===== config.mk =====
export PLATFORM = sky130hd
export DESIGN_NAME = dphy_word_packer
export DESIGN_NICKNAME = d
export VERILOG_FILES = /design/src/rtl/dphy_pkg.sv /design/src/rtl/lane_mask_decode.sv /design/src/rtl/dphy_word_packer.sv
export SDC_FILE = /design/constraint.sdc
export NUM_CORES = 1
export LEC_CHECK = 0
export BUFFER_PORTS_ARGS = -buffer_cell sky130_fd_sc_hd__buf_2
export CAP_MARGIN = 20
export CORE_MARGIN = 3
export CORE_UTILIZATION = 38
export DETAILED_ROUTE_END_ITERATION = 16
export MAX_ROUTING_LAYER = met4
export PLACE_DENSITY = 0.55
export RECOVER_POWER = 25
export REMOVE_ABC_BUFFERS = 1
export SYNTH_ARGS = -nofsm -noshare
export SYNTH_HDL_FRONTEND = slang
export SYNTH_HIERARCHICAL = 1
export SYNTH_SLANG_ARGS = --single-unit
export TNS_END_PERCENT = 100

===== constraint.sdc =====
create_clock -name byte_clk_i -period 7.4 [get_ports byte_clk_i]
set_input_delay 1.11 -clock byte_clk_i [delete_from_list [all_inputs] [get_ports byte_clk_i]]
set_output_delay 1.11 -clock byte_clk_i [all_outputs]
set_load 0.02 [all_outputs]

===== src/rtl/dphy_pkg.sv =====
// Shared types and constants for the D-PHY lane-to-word packer.
package dphy_pkg;

    localparam int unsigned MAX_LANES        = 8;
    localparam int unsigned LANE_CNT_W       = 4;  // holds 0..MAX_LANES
    localparam int unsigned OUT_BYTES_NARROW = 4;
    localparam int unsigned OUT_BYTES_WIDE   = 8;

    typedef enum logic [1:0] {
        IDLE  = 2'd0,
        ACC   = 2'd1,
        FLUSH = 2'd2
    } packer_state_t;

    // True when the output word width is one of the supported sizes.
    function automatic logic legal_out_bytes(input int unsigned ob);
        return (ob == OUT_BYTES_NARROW) || (ob == OUT_BYTES_WIDE);
    endfunction

endpackage


===== src/rtl/lane_mask_decode.sv =====
// Counts valid lanes and flags whether the mask is contiguous from lane 0.
module lane_mask_decode
    import dphy_pkg::*;
#(
    parameter int unsigned DATA_LANES = 4
) (
    input  logic [DATA_LANES-1:0] lane_valid_i,
    output logic [LANE_CNT_W-1:0] cnt_c,
    output logic                  contig_c
);

    logic [LANE_CNT_W-1:0] cnt;
    logic [DATA_LANES-1:0] exp_mask;

    // Population count, then compare against the ideal mask for that count.
    always_comb begin
        cnt      = '0;
        exp_mask = '0;
        for (int unsigned i = 0; i < DATA_LANES; i++) begin
            cnt = cnt + LANE_CNT_W'(lane_valid_i[i]);
        end
        for (int unsigned i = 0; i < DATA_LANES; i++) begin
            exp_mask[i] = (LANE_CNT_W'(i) < cnt);
        end
        cnt_c    = cnt;
        contig_c = (lane_valid_i == exp_mask);
    end

endmodule


===== src/rtl/dphy_word_packer.sv =====
// Packs per-lane D-PHY bytes into gap-free OUT_BYTES words with keep/last.
module dphy_word_packer
    import dphy_pkg::*;
#(
    parameter int unsigned DATA_LANES = 4,
    parameter int unsigned OUT_BYTES  = 4
) (
    input  logic                    byte_clk_i,
    input  logic                    rst_i,
    input  logic [DATA_LANES*8-1:0] lane_data_i,
    input  logic [DATA_LANES-1:0]   lane_valid_i,
    input  logic                    eop_i,
    output logic [OUT_BYTES*8-1:0]  data_o,
    output logic [OUT_BYTES-1:0]    keep_o,
    output logic                    valid_o,
    output logic                    last_o,
    output logic                    err_o
);

    localparam int unsigned ACC_BYTES = OUT_BYTES + DATA_LANES - 1;
    localparam int unsigned FILL_W    = $clog2(OUT_BYTES + DATA_LANES);
    localparam logic [FILL_W-1:0] OUT_FILL = FILL_W'(OUT_BYTES);

    // Reject unsupported lane/word combinations at elaboration.
    if (DATA_LANES < 1 || DATA_LANES > MAX_LANES || !legal_out_bytes(OUT_BYTES) ||
        DATA_LANES > OUT_BYTES) begin : g_param_check
        $fatal(1, "dphy_word_packer: illegal DATA_LANES/OUT_BYTES combination");
    end

    packer_state_t           state_q, state_d;
    logic [FILL_W-1:0]       fill_q, fill_d, n_eff, total;
    logic [ACC_BYTES*8-1:0]  acc_q, acc_d, lane_ext, merged;
    logic [OUT_BYTES*8-1:0]  data_d;
    logic [OUT_BYTES-1:0]    keep_d;
    logic                    valid_d, last_d, err_d;
    logic [LANE_CNT_W-1:0]   cnt_c;
    logic                    contig_c;

    lane_mask_decode #(.DATA_LANES(DATA_LANES)) u_decode (
        .lane_valid_i (lane_valid_i),
        .cnt_c        (cnt_c),
        .contig_c     (contig_c)
    );

    // Low k bits set; used for partial final words.
    function automatic logic [OUT_BYTES-1:0] keep_of(input logic [FILL_W-1:0] k);
        logic [OUT_BYTES-1:0] m;
        m = '0;
        for (int unsigned i = 0; i < OUT_BYTES; i++) begin
            m[i] = (FILL_W'(i) < k);
        end
        return m;
    endfunction

    // State register.
    always_ff @(posedge byte_clk_i) begin
        if (rst_i) state_q <= IDLE;
        else       state_q <= state_d;
    end

    // Next state, accumulator update and next output word.
    always_comb begin
        state_d  = state_q;
        fill_d   = fill_q;
        acc_d    = acc_q;
        data_d   = '0;
        keep_d   = '0;
        valid_d  = 1'b0;
        last_d   = 1'b0;
        err_d    = !contig_c || (state_q == FLUSH && (cnt_c != '0 || eop_i));
        n_eff    = (contig_c && state_q != FLUSH) ? FILL_W'(cnt_c) : '0;
        total    = fill_q + n_eff;
        lane_ext = '0;
        for (int unsigned j = 0; j < DATA_LANES; j++) begin
            if (FILL_W'(j) < n_eff) lane_ext[j*8 +: 8] = lane_data_i[j*8 +: 8];
        end
        // Accumulator bytes above fill_q are always zero, so OR-in is safe.
        merged = acc_q | (lane_ext << {fill_q, 3'b000});

        if (state_q == FLUSH) begin
            data_d  = acc_q[OUT_BYTES*8-1:0];
            keep_d  = keep_of(fill_q);
            valid_d = 1'b1;
            last_d  = 1'b1;
            acc_d   = '0;
            fill_d  = '0;
            state_d = IDLE;
        end else if (eop_i) begin
            acc_d   = '0;
            fill_d  = '0;
            state_d = IDLE;
            if (total > OUT_FILL) begin
                data_d  = merged[OUT_BYTES*8-1:0];
                keep_d  = '1;
                valid_d = 1'b1;
                acc_d   = merged >> (OUT_BYTES*8);
                fill_d  = total - OUT_FILL;
                state_d = FLUSH;
            end else if (total != '0) begin
                data_d  = merged[OUT_BYTES*8-1:0];
                keep_d  = keep_of(total);
                valid_d = 1'b1;
                last_d  = 1'b1;
            end
        end else if (total >= OUT_FILL) begin
            data_d  = merged[OUT_BYTES*8-1:0];
            keep_d  = '1;
            valid_d = 1'b1;
            acc_d   = merged >> (OUT_BYTES*8);
            fill_d  = total - OUT_FILL;
            state_d = ACC;
        end else begin
            acc_d  = merged;
            fill_d = total;
            if (total != '0) state_d = ACC;
        end
    end

    // Accumulator and registered outputs.
    always_ff @(posedge byte_clk_i) begin
        if (rst_i) begin
            acc_q   <= '0;
            fill_q  <= '0;
            data_o  <= '0;
            keep_o  <= '0;
            valid_o <= 1'b0;
            last_o  <= 1'b0;
            err_o   <= 1'b0;
        end else begin
            acc_q   <= acc_d;
            fill_q  <= fill_d;
            data_o  <= data_d;
            keep_o  <= keep_d;
            valid_o <= valid_d;
            last_o  <= last_d;
            err_o   <= err_d;
        end
    end

endmodule


==> impl_metrics.toml, run 1 <==
[outcome]
outcome = "finished clean"

[layout]
fin_cells = 677
syn_to_final_growth_pct = 17.2
diodes = 0
nets = 576
fin_util = 0.464
layout-drive-gt1-share = 0.151

[die]
ioPinCount = 78
std_cell_rows = 38
die-area_um2 = 12900
core-area_um2 = 11100
start_util = 0.396
die_h_um = 113
die_w_um = 113

[clocking]
clock_path_buffers = 2
ctsResizeCount = 0
post_cts_buffers = 0
cts_sinks = 100
clk_latency_ns = 0.34
cts_tree = "done"
cts_made_buffers = 9
cts_root_buf = "clkbuf_16"
h-tree-depth = 3
clk_pin_slew_ns = 0.07
cts_hold_buf = 0

[routing]
vias = 4085
post-route-drc-count = 0
viasPerCell = 6.03
drt_first_pass_iters = 5
wl_per_cell_um = 19.2
drt_wl_total_um = 13000
ant_nets = 0
drtIter0Drc = 276

[timing]
hold_viol = 0
skew_ns = 0.00393
fmax_mhz = 165
worst_hold_slack_ns = 0.461
tns_ns = 0
max-slew-margin-rel = 0.294
finalMaxSlewViolations = 0
min_period_over_period = 0.818
period_needed_ns = 6.05
rsz0062_at_grt = "false"
setup_viol = 0
max_slew.worst_pin.slew_ns = 1.05

[placed_design]
dp_hpwl_um = 9320
placedCellCount = 661
place_congestion = 0.871
portBuffers = 77

[synthesis]
synth_cells = 471
syn_area_per_cell_um2 = 9.32
synth.ff_latch_count = 100
yosysUniqueCellTypes = 60
synth_edf_count = 0
synth_sequential_area_ratio = 0.456
yosys_most_used_dff = "dfxtp_1"
yosys_warnings = 6
async_flop_share = 0
syn_area_um2 = 4390

[grt]
grtUsageTotal = 0.212
grt_pass1_wl_um = 21100
grt_max_degree = 52
antenna_found_initial = 0
grt_pass1_vias = 3921
overflow = 0

[power]
switchingPower_uw = 306
pwr-share-seq = 0.448
p_total_mw = 1.23
power_frac_comb = 0.112
p_int_uw = 923
power_density_nw_per_um2 = 239
power_leakage_nw = 1.89
power_frac_clock = 0.440
ir_worst_vdd_v = 0.000111
switching_share = 0.249

[run]
drv_cap = 0

[critical_path]
path_max_fanout = 25
path_class = "in -> reg"
required_ns = 7.64
cp.arrival_ns = 6.29
end_kind = "flop"
start_kind = "input pin"

[worst_hold_path]
hp-class = "reg -> reg"
power by group through the flow:
stage	clock network, mW	registers [mW]	logic [mW]
after detailed placement	0	0.564	0.137
after global placement	0	0.563	0.136
after CTS	0.553	0.551	0.138
after global routing	0.574	0.552	0.150
final	0.540	0.551	0.138
after floorplan	0	0.569	0.0736
final timing paths:
kind,endpoint,cells past startpoint,slack (ns),start
worst max-delay path,data_o[25],17,1.35,lane_valid_i[0]
worst min-delay path,acc_q[35],2,0.46,acc_q[35]
worst max register to register,data_o[25],10,3.73,state_q[0]
worst min register to register,acc_q[35],2,0.46,acc_q[35]
cells in the final DEF, fill, tap and decap left out, types with 3 or more instances in the layout:
master	count
dfxtp_1	100
nor2_1	71
buf_2	43
clkbuf_1	36
a21oi_1	26
o22ai_1	24
a22o_1	19
a221oi_1	17
a211oi_1	14
nand2_1	13
a32o_1	13
o21a_1	11
and3_1	9
nand4_1	9
clkbuf_16	9
buf_4	9
nand3_1	7
nand2b_1	6
inv_1	6
a31oi_1	6
o211ai_1	6
a41oi_1	5
o21ai_0	5
a21o_1	4
a311oi_1	4
nor3_2	4
nor3_1	4
a41o_1	4
ha_1	4
xnor2_1	3
and2_1	3
nor2b_1	3
and3b_1	3
a2111oi_1	3
bufinv_16	3
worst max-delay path: stages:
cell and delay [ns]:
buf_2 0.12, ha_1 0.31, fa_1 0.39, ha_1 0.53, nor2_2 0.21, or4b_1 0.47
a311oi_2 0.25, buf_4 0.24, and2_1 0.39, and3_1 0.22, ha_1 0.24, nand2_1 0.09
o22ai_2 0.23, a211oi_2 0.17, o41ai_4 0.81, inv_1 0.31, o21a_1 0.19
Yosys cell counts, types with 3 or more instances:
library cell,number,share of area
nand4_1,9,0.013
inv_1,6,0.0051
nand3_1,7,0.0080
and3b_1,3,0.0060
nor3_1,4,0.0046
a41o_1,4,0.0091
buf_4,4,0.0068
and3_1,9,0.013
nor2b_1,3,0.0043
a41oi_1,5,0.010
a211oi_1,14,0.024
and2_1,3,0.0043
dfxtp_1,100,0.46
nand2b_1,6,0.0086
o211ai_1,6,0.010
a31oi_1,6,0.0086
clkbuf_1,14,0.012
o21a_1,11,0.019
a311oi_1,4,0.0080
a2111oi_1,3,0.0068
a21oi_1,26,0.030
xnor2_1,3,0.0060
o21ai_0,5,0.0057
o22ai_1,24,0.034
nor2_1,71,0.061
nor3_2,4,0.0091
a221oi_1,17,0.034
buf_2,15,0.017
nand2_1,13,0.011
a21o_1,4,0.0068
a32o_1,13,0.030
ha_1,4,0.011
a22o_1,19,0.038
layer usage:
| layer | global-route usage | share of wire | vias up |
|---|---|---|---|
| met1 | 0.290 | 0.45 | 1976 |
| met3 | 0.0271 | 0.072 | 12 |
| li1 | - | - | 1924 |
| met2 | 0.324 | 0.47 | 173 |
| met4 | 0.0705 | 0.014 | 0 |
| met5 | - | 0 | - |
layout make-up:
class	instances	area, um2
clock buffers	11	233
clock inverters	5	109
fillers	1098	5930
inverters	8	30.0
multi-input cells	327	2190
flip-flops and latches	100	2000
well taps	140	175
repair buffers	86	410
cells by family after synthesis:
logic type | count (synthesis) | share of synthesized area
AOI/OAI and AO/OA | 172 | 0.303
xor gates and xnor gates | 5 | 0.00998
adders and majority gates | 5 | 0.0160
buffers and inverters | 44 | 0.0487
DFF | 100 | 0.456
other | 2 | 0.00171
and+or+nand+nor | 143 | 0.164
through the flow:
step | worst slack, ns | instance area [um2]
2_1_floorplan | 0.714 | 4210
3_3_place_gp | 1.24 | 4850
3_5_place_dp | 0.971 | 4850
4_1_cts | 1.33 | 5190
5_1_grt | 1.05 | 5140
6_report | 1.35 | 5140
sequential cells by signal, summed over array words and instances, names as in the netlist:
signal	count
data_o	32
keep_o	4
err_o	1
state_q	2
acc_q	56
fill_q	3
valid_o	1
last_o	1
(Power assumes the default switching activity.)
==> run 2: changes to the inputs <==
Clock period 7.4 ns to 5.65 ns, I/O delays scaled along.
==> run 2 against run 1 <==
Combinational power is 37% higher. Power rose by 27%. Sequential cell count stayed put. Clock power grew 21%. Core utilization up 0.56 points. Largest power group unchanged. Critical path depth shrank 2. Routed wire length rose by 0.72%. Count of clock-buffer cells in the layout up 1. Sequential power increased by 31%. Non-clock buffer count grew 8.
==> impl_metrics.toml, run 2 (synthesis results as in run 1) <==
[outcome]
outcome = "finished clean"

[layout]
diodes = 0
largest_register_ffs = 56
layout-drive-gt1-share = 0.163
fillers = 1104
layout_common_cells = "dfxtp_1, nor2_1, buf_2"
nets = 584
reg_top3 = "acc_q: 56 flops, data_o: 32 flops, keep_o: 4 flops"
syn_to_final_growth_pct = 18.6
stdcell_area_um2 = 5210
regMostFlops = "acc_q"
layout.cells.most_common = "dfxtp_1"

[grt]
grt_max_degree = 43
grt_pass1_wl_um = 20800
antenna_found_initial = 0
overflow = 0
grt_pass1_vias = 3993
grtUsageTotal = 0.210

[power]
ir_worst_vdd_v = 0.000174
power_leakage_nw = 1.93
power_density_nw_per_um2 = 300

[placed_design]
portBuffers = 77
placed_cell_area_um2 = 4930
dp_hpwl_um = 9280
post-place-ws_ns = 0.426
place_congestion = 0.898

[worst_hold_path]
min-delay-start = "acc_q[33]"
hold_end = "acc_q[33]"
whs_path_depth = 2
hp-class = "reg -> reg"

[routing]
post-route-drc-count = 0
vias = 4077
drt_wl_total_um = 13100
viasPerCell = 5.95
wl_per_cell_um = 19.1
drt_first_pass_iters = 5
drtIter0Drc = 305
ant_nets = 0

[die]
ioPinCount = 78
core-area_um2 = 11100
std_cell_rows = 38
die-area_um2 = 12900
die_h_um = 113
start_util = 0.396
die_w_um = 113

[critical_path]
cp_common_cell = "ha_1"
start_kind = "input pin"
path_class = "in -> reg"
rr_endpoint = "data_o[27]"
critical-path-max-stage-delay_ns = 0.58
path_cells = "buf_2, ha_1, fa_1, ha_1, or4b_1, a311oi_2, nand3_1, xnor2_1, ha_1, a311oi_1, a211oi_1, o41ai_4, buf_4, inv_1, o21a_1"
worstReg2RegStart = "state_q[0]"
required_ns = 5.88
path_max_fanout = 18
cp_num_buf_inv = 3
reg2reg_depth = 10
crit_family = "adder cells"
cp.arrival_ns = 5.13
end_kind = "flop"
cp_slowest_cell = "or4b_1"
r2r_setup_slack_ns = 2.33

[clocking]
clock_path_buffers = 2
cts_hold_buf = 0
clk_latency_ns = 0.34
cts_tree = "done"
h-tree-depth = 3
clk_pin_slew_ns = 0.06
post_cts_buffers = 0
cts_sinks = 100
cts_root_buf = "clkbuf_16"
ctsResizeCount = 0
cts_made_buffers = 9

[timing]
skew_ns = 0.00701
hold_viol = 0
max_slew.worst_pin.slew_ns = 1.04
setup_slack_ns = 0.749
min_period_over_period = 0.867
setup_viol = 0
rsz0062_at_grt = "false"
worst_hold_slack_ns = 0.453
finalMaxSlewViolations = 0
max-slew-margin-rel = 0.310
fmax_mhz = 204
period_needed_ns = 4.90

[run]
drv_cap = 0
[run 2: worst reg2reg max path: stages (launching register included)]
cell      delay, ns
dfxtp_1        0.34
nand2b_1       0.80
nand3_1        0.19
xnor2_1        0.18
ha_1           0.37
a311oi_1       0.34
a211oi_1       0.17
o41ai_4        0.25
buf_4          0.30
inv_1          0.15
o21a_1         0.13
[run 2: through the flow]
step           total power, mW  std cells  utilization  TNS (ns)
2_1_floorplan            0.842        435            -    -23.72
3_3_place_gp             0.921        669        0.445         0
3_5_place_dp             0.923        669        0.445         0
4_1_cts                   1.57        685        0.474         0
5_1_grt                   1.63        685        0.470         0
6_report                  1.56        685        0.470         0
[run 2: layer usage]
metal | global-route usage | up-vias | wire length, um
li1 | - | 1931 | -
met1 | 0.278 | 1969 | 5940
met2 | 0.324 | 155 | 6040
met3 | 0.0371 | 22 | 852
met4 | 0.0777 | 0 | 269
met5 | - | - | 0
[run 2: how the worst max path moves through the flow]
stage | start | endpoint | slack, ns | cells after the start
finish | lane_valid_i[0] | data_o[27] | 0.75 | 15
floorplan | lane_valid_i[0] | data_o[24] | -0.77 | 15
CTS | lane_valid_i[0] | data_o[26] | 0.78 | 15
global route | lane_valid_i[0] | data_o[24] | 0.44 | 16
detailed placement | lane_valid_i[0] | data_o[26] | 0.43 | 15
global placement | lane_valid_i[0] | data_o[26] | 0.56 | 15
[run 2: area by class of cell]
type,instances,area (um2),area share
clock buffer,12,246,0.0473
clock inverter,4,72.6,0.0139
inverter,8,30.0,0.00577
sequential,100,2000,0.384
tap,140,175,0.0336
timing repair buffer,94,495,0.0951
multi-input combinational,327,2190,0.420
[run 2: power by group]
group          switching (mW)  internal, mW  total, mW
clock network           0.254         0.400      0.654
registers             0.00465         0.716      0.720
logic                   0.127        0.0615      0.189
